==> config.mk <==
export PLATFORM = sky130hd
export DESIGN_NAME = regfile_mp
export DESIGN_NICKNAME = d
export VERILOG_FILES = /design/src/rtl/regfile_pkg.sv /design/src/rtl/regfile_clear_seq.sv /design/src/rtl/regfile_mp.sv
export SDC_FILE = /design/constraint.sdc
export NUM_CORES = 2
export LEC_CHECK = 0
export CORE_MARGIN = 3
export CORE_UTILIZATION = 30
export CTS_CLUSTER_SIZE = 14
export DETAILED_ROUTE_END_ITERATION = 7
export HOLD_SLACK_MARGIN = 0.15
export MAX_ROUTING_LAYER = met4
export PLACE_DENSITY_LB_ADDON = 0.3
export SLEW_MARGIN = 30
export SYNTH_ARGS = -nofsm -noshare
export SYNTH_HDL_FRONTEND = slang
export SYNTH_SLANG_ARGS = --single-unit
==> constraint.sdc <==
create_clock -name clock -period 4.3 [get_ports clock]
set_input_delay 0.86 -clock clock [delete_from_list [all_inputs] [get_ports clock]]
set_output_delay 0.86 -clock clock [all_outputs]
set_load 0.005 [all_outputs]
==> src/rtl/regfile_pkg.sv <==
// Shared types and constants for the multi-port register file.
package regfile_pkg;

    // Controller states: CLEAR runs the init sweep, RUN is normal operation.
    typedef enum logic {
        RF_CLEAR = 1'b0,
        RF_RUN   = 1'b1
    } rf_state_t;

    // Sweep init value selection.
    localparam int RF_INIT_INDEX = 0;
    localparam int RF_INIT_ZERO  = 1;

endpackage

==> src/rtl/regfile_clear_seq.sv <==
// Init-sweep controller: walks every entry once after reset, then enters RUN.
module regfile_clear_seq
    import regfile_pkg::*;
#(
    parameter int ADDR_W = 5
) (
    input  logic              clock,
    input  logic              reset_n,
    output logic              sweep_we,
    output logic [ADDR_W-1:0] sweep_addr,
    output logic              in_run,
    output logic              busy
);

    rf_state_t         state;
    rf_state_t         next_state;
    logic [ADDR_W-1:0] idx;
    logic [ADDR_W-1:0] next_idx;

    // State, sweep index and busy flag; busy is registered from the next state.
    always_ff @(posedge clock) begin
        if (!reset_n) begin
            state <= RF_CLEAR;
            idx   <= '0;
            busy  <= 1'b1;
        end else begin
            state <= next_state;
            idx   <= next_idx;
            busy  <= (next_state != RF_RUN);
        end
    end

    // Advance the sweep one entry per cycle; leave CLEAR after the last entry.
    always_comb begin
        next_state = state;
        next_idx   = idx;
        case (state)
            RF_CLEAR: begin
                next_idx = idx + 1'b1;
                if (idx == {ADDR_W{1'b1}}) begin
                    next_state = RF_RUN;
                end
            end
            RF_RUN: begin
                next_state = RF_RUN;
            end
            default: begin
                next_state = RF_CLEAR;
                next_idx   = '0;
            end
        endcase
    end

    // Decode state into sweep write strobe, sweep address and run flag.
    always_comb begin
        sweep_we   = (state == RF_CLEAR);
        sweep_addr = idx;
        in_run     = (state == RF_RUN);
    end

endmodule

==> src/rtl/regfile_mp.sv <==
// Parametrised register file: NUM_RD registered read ports, one write port,
// optional write-to-read bypass, optional hard-wired zero entry, debug port
// without bypass, and a hardware init sweep after reset.
module regfile_mp
    import regfile_pkg::*;
#(
    parameter int DATA_W    = 32,
    parameter int ADDR_W    = 5,
    parameter int NUM_RD    = 2,
    parameter int ZERO_REG  = 1,
    parameter int BYPASS    = 1,
    parameter int INIT_MODE = 0
) (
    input  logic                     clock,
    input  logic                     reset_n,
    input  logic                     wr_en,
    input  logic [ADDR_W-1:0]        wr_addr,
    input  logic [DATA_W-1:0]        wr_data,
    input  logic [NUM_RD*ADDR_W-1:0] rd_addr,
    output logic [NUM_RD*DATA_W-1:0] rd_data,
    input  logic [ADDR_W-1:0]        dbg_addr,
    output logic [DATA_W-1:0]        dbg_data,
    output logic                     busy
);

    localparam int DEPTH = 2**ADDR_W;
    localparam int EXT_W = (DATA_W > ADDR_W) ? DATA_W : ADDR_W;

    logic [DATA_W-1:0] mem [DEPTH];

    logic              sweep_we;
    logic [ADDR_W-1:0] sweep_addr;
    logic              in_run;
    logic              wr_eff;
    logic [EXT_W-1:0]  idx_ext;
    logic [DATA_W-1:0] init_val;

    regfile_clear_seq #(
        .ADDR_W(ADDR_W)
    ) u_clear_seq (
        .clock     (clock),
        .reset_n   (reset_n),
        .sweep_we  (sweep_we),
        .sweep_addr(sweep_addr),
        .in_run    (in_run),
        .busy      (busy)
    );

    // Index widened (or left wide) so it can be zero-extended or truncated to DATA_W.
    assign idx_ext = EXT_W'(sweep_addr);

    // Value written into each entry during the sweep.
    always_comb begin
        init_val = '0;
        if (INIT_MODE == RF_INIT_INDEX) begin
            init_val = idx_ext[DATA_W-1:0];
        end else if (INIT_MODE == RF_INIT_ZERO) begin
            init_val = '0;
        end
    end

    // An external write only counts in RUN and never lands on a protected entry 0.
    always_comb begin
        wr_eff = in_run && wr_en && !((ZERO_REG != 0) && (wr_addr == '0));
    end

    // Array write: sweep has the port during CLEAR, writeback during RUN, nothing in reset.
    always_ff @(posedge clock) begin
        if (reset_n) begin
            if (sweep_we) begin
                mem[sweep_addr] <= init_val;
            end else if (wr_eff) begin
                mem[wr_addr] <= wr_data;
            end
        end
    end

    // Debug read returns the pre-write contents; no bypass on this path.
    always_ff @(posedge clock) begin
        if (!reset_n || !in_run) begin
            dbg_data <= '0;
        end else if ((ZERO_REG != 0) && (dbg_addr == '0)) begin
            dbg_data <= '0;
        end else begin
            dbg_data <= mem[dbg_addr];
        end
    end

    for (genvar p = 0; p < NUM_RD; p++) begin : g_rd
        logic [ADDR_W-1:0] addr;
        logic [DATA_W-1:0] rd_q;

        assign addr = rd_addr[p*ADDR_W +: ADDR_W];

        // Per-port read: zero entry first, then bypass from the write port, else array.
        always_ff @(posedge clock) begin
            if (!reset_n || !in_run) begin
                rd_q <= '0;
            end else if ((ZERO_REG != 0) && (addr == '0)) begin
                rd_q <= '0;
            end else if ((BYPASS != 0) && wr_eff && (wr_addr == addr)) begin
                rd_q <= wr_data;
            end else begin
                rd_q <= mem[addr];
            end
        end

        assign rd_data[p*DATA_W +: DATA_W] = rd_q;
    end

endmodule

==> run summary <==
In this run the number of cells on the critical path is 6. Clock tree synthesis inserted a total of 137 buffers. For the worst setup path, the data required time is 4.75 ns. The largest fanout of any net on the critical path is 32.

The number of nets in the final layout is 4,088. In this run the power density over the cells is about 360 nW/µm². The kind of cell with the highest combined delay along the critical path is buffers and inverters. The count of hold-fix buffers inserted at cts came out at 0. The via count of the first global-routing pass is ~41k. The register-to-register setup slack came out at 1.07 ns. The sum of negative setup slack came out at 0 ns.

The flow ran to the end, and the final reports show no timing, DRC or antenna violations. The distinct cell type count after synthesis came out at 66. The tree built by TritonCTS fans out to 1,127 sinks. The worst setup path is captured at a register. The cell type with the highest aggregate area in the netlist is edfxtp_1. The die is between 400 and 500 µm wide.

Setup violations remaining at the end of the flow were counted as 0. The worst-case clock skew came out at 0.0311 ns. The first global-routing pass estimated 344 mm of wire. The post-CTS repair timing setup buffer count came out at 0. The maximum resistive drop on vdd is around 290 µV. The maximum achievable frequency is 309 MHz. The worst setup path is of the register to register kind.

The number of cell instances on the worst register-to-register path is 6. Using the TritonRoute via totals, the vias-per-cell ratio works out to 6.24. The number of flops mapped to enable cells by yosys is 1,024. The clock-pin slew on the worst setup and hold paths came out at roughly 0.060 ns. The fraction of registers with async set or reset after synthesis is 0%. The synthesized netlist cell count came out at 3,765.

The synthesized area is 59,300 µm². The library cell used as clock root buffer is clkbuf_16. The number of gates resized after CTS came out at 0.

The CTS H-tree depth is 4. The largest stage delay on the critical path came out at 0.72 ns. After synthesis, flip-flops and latches occupy 55.3% of the total area. The detailed-route wire length per cell is 37.0 µm. The timing endpoint of the critical path is mem[10][30]$_DFFE_PP_. The cell row count came out at 162.

The share of the synthesized area in the top cell type came out at between 50% and 60%. The number of nets produced by synthesis is 3,822. The final global-route overflow total is 0.

The CTS tree is yes. After synthesis, the cell types taking the most area are edfxtp_1 (52%), mux4_2 (19%), mux2i_1 (7.8%), dfxtp_1 (3.5%), a22oi_1 (3.3%). The violation count after the first detailed-route iteration came out at 6,330. The worst register-to-register path begins at u_clear_seq.in_run$_SDFF_PN0_. The buffer depth of the longest clock path came out at 3. The average cell area after synthesis is ~16 µm². The height of the die is 451 µm. The total of warnings raised by yosys is 0.

For this run, design rule violations remaining after detail routing come to 0. The type of the most critical hold path is register to register. The initial core utilization is 30.3%. The slew at the pin closest to its max-slew limit is 0.950 ns. The ratio of final minimum period to clock period came out at 75.2%. The count of buffers added on input and output ports is about 150. The number of vias after detailed routing is around 42k.

The final wirelength came out at 252 mm. For this design, the slowest cell found on the critical path is dfxtp_1. Setup repair after global routing left no endpoint under its margin. The pre-antenna-repair detailed-routing pass consisted of 7 iterations.

The total power of the final layout came out at about 26,000 µW. The source of the critical timing path is u_clear_seq.in_run$_SDFF_PN0_. The max-slew violation total from the final report is 0.

Traced cell by cell, the critical path runs through nand3_4, a21oi_4, buf_4, buf_4, nand2_1, inv_1. For this run, the total global-route usage over all layers was measured as approximately 25%. The cell occurring most often along the worst timing path is buf_4.

The final estimated routing congestion in global placement came out at 0.900. The initial antenna violation count is 14. The relative slew slack is 36.7%. The worst setup path is launched from a register. During I/O placement, the number of pins put on the boundary was 152. For the finished layout, the period the worst path requires is between 3 and 4 ns. The leakage dissipation is 0.0239 µW. The number of storage elements in the synthesis netlist came out at 1,127. The total die area came out at 203,000 µm². The arrival time at the worst endpoint came out at 3.69 ns. The antenna violation net count after detailed routing came out at 0. The number of endpoints with negative hold slack in the final report is 0.

The max-capacitance violation count came out at 0. Together, buffers and inverters on the worst path number 3. In the final layout, the share of cells above drive strength 1 is 29.6%. Entering global routing, the biggest net connects just over 60 pins. The endpoint identified for the worst register-to-register timing path is mem[10][30]$_DFFE_PP_. The floorplan step defined a core boundary enclosing 196,000 µm².

At the later pin of the worst-skew pair, clock insertion delay measures 0.79 ns. Among all flip-flop cells after synthesis, the most frequent one is edfxtp_1. The startpoint identified for the worst hold timing path is u_clear_seq.sweep_addr[4]$_SDFFE_PN0N_. The detailed-placement wirelength estimate came out at 162 mm. The area overhead of the layout relative to synthesis came out at 19.9%.
cell usage in the layout (no fill, tap or decap), drive strengths merged, types with 98 or more instances in the layout:
cell type and count:
clkbuf 192, edfxtp 1024, mux2i 465, dfxtp 103
buf 332, mux4 506, a22oi 263, a21oi 192
clkdlybuf4s50 142, o21ai 98
per-stage QoR:
stage	utilization, %	setup WS [ns]	area (µm²)	hold slack (ns)	std cells
5_1_grt	36.3	0.850	71100	0.688	6800
3_5_place_dp	34.0	0.307	66600	0.648	6516
4_1_cts	36.3	1.07	71000	0.656	6759
6_report	36.3	1.07	71100	0.664	6801
3_3_place_gp	34.0	0.119	66600	0.631	6514
2_1_floorplan	-	0.527	59300	0.572	3765
worst min path at each step:
stage          slack (ns)  depth (start not counted)                                      to
3_3_place_gp         0.63                          2  u_clear_seq.sweep_addr[4]$_SDFFE_PN0N_
3_5_place_dp         0.65                          2  u_clear_seq.sweep_addr[4]$_SDFFE_PN0N_
4_1_cts              0.66                          2  u_clear_seq.sweep_addr[4]$_SDFFE_PN0N_
2_1_floorplan        0.57                          2  u_clear_seq.sweep_addr[4]$_SDFFE_PN0N_
5_1_grt              0.69                          2  u_clear_seq.sweep_addr[4]$_SDFFE_PN0N_
6_report             0.66                          2  u_clear_seq.sweep_addr[4]$_SDFFE_PN0N_
report_power, final:
group	total [µW]	internal, µW	switching (µW)
logic	2420	874	1550
clock network	11600	6770	4840
registers	11900	11900	42.7
total	25900	19500	6430
worst reg2reg max path, stage by stage (launching register included):
cell	delay [ns]
dfxtp_1	0.72
nand3_4	0.30
a21oi_4	0.20
buf_4	0.26
buf_4	0.49
nand2_1	0.26
inv_1	0.67
Yosys cell counts, drive strengths merged (3+ instances only):
master  number
nand4       51
and2        11
a221oi      23
mux2i      465
o22ai       66
nor2        49
nor4         3
a211oi      58
mux4       506
nand2       68
buf        162
o31ai        6
o21ai       98
o21a        32
o221ai      64
nand2b       4
and3        10
nor2b       14
clkbuf     185
inv         39
nor3b       35
xnor2        4
a21oi      192
edfxtp    1024
mux2        69
dfxtp      103
a22oi      263
nor3        38
a22o        16
a31oi       17
nand3       62
kinds of logic after synthesis:
logic type,after synthesis,synth area share (%)
flip-flops,1127,55.3
multiplexers,1040,28.4
AO/OA/AOI/OAI,853,9.97
buffers and inverters,386,3.06
AND/OR/NAND/NOR,351,3.16
XOR/XNOR,6,0.0886
adder cells (fa/ha/maj),2,0.0422
cell type report:
type	count	area, µm²
fillers	18400	125000
flip-flops and latches	1127	32800
multi-input cells	2252	25100
repair buffers	474	5240
clock buffers	192	3940
well taps	2624	3280
clock inverters	51	480
inverters	39	146
diodes	42	105
routing by layer:
layer	GRT usage (%)	up-vias	routed length [µm]
met3	5.65	593	26500
met1	32.1	22400	97600
met5	-	-	0
met4	12.1	0	14000
li1	-	16600	-
met2	37.0	2891	113000
registers in the layout (all words and copies together), names as in the netlist:
name,count
mem,1024
u_clear_seq.in_run,1
u_clear_seq.sweep_addr,5
u_clear_seq.busy,1
dbg_data,32
g_rd.rd_q,64
Note: power is estimated with default switching activity, not from simulation.
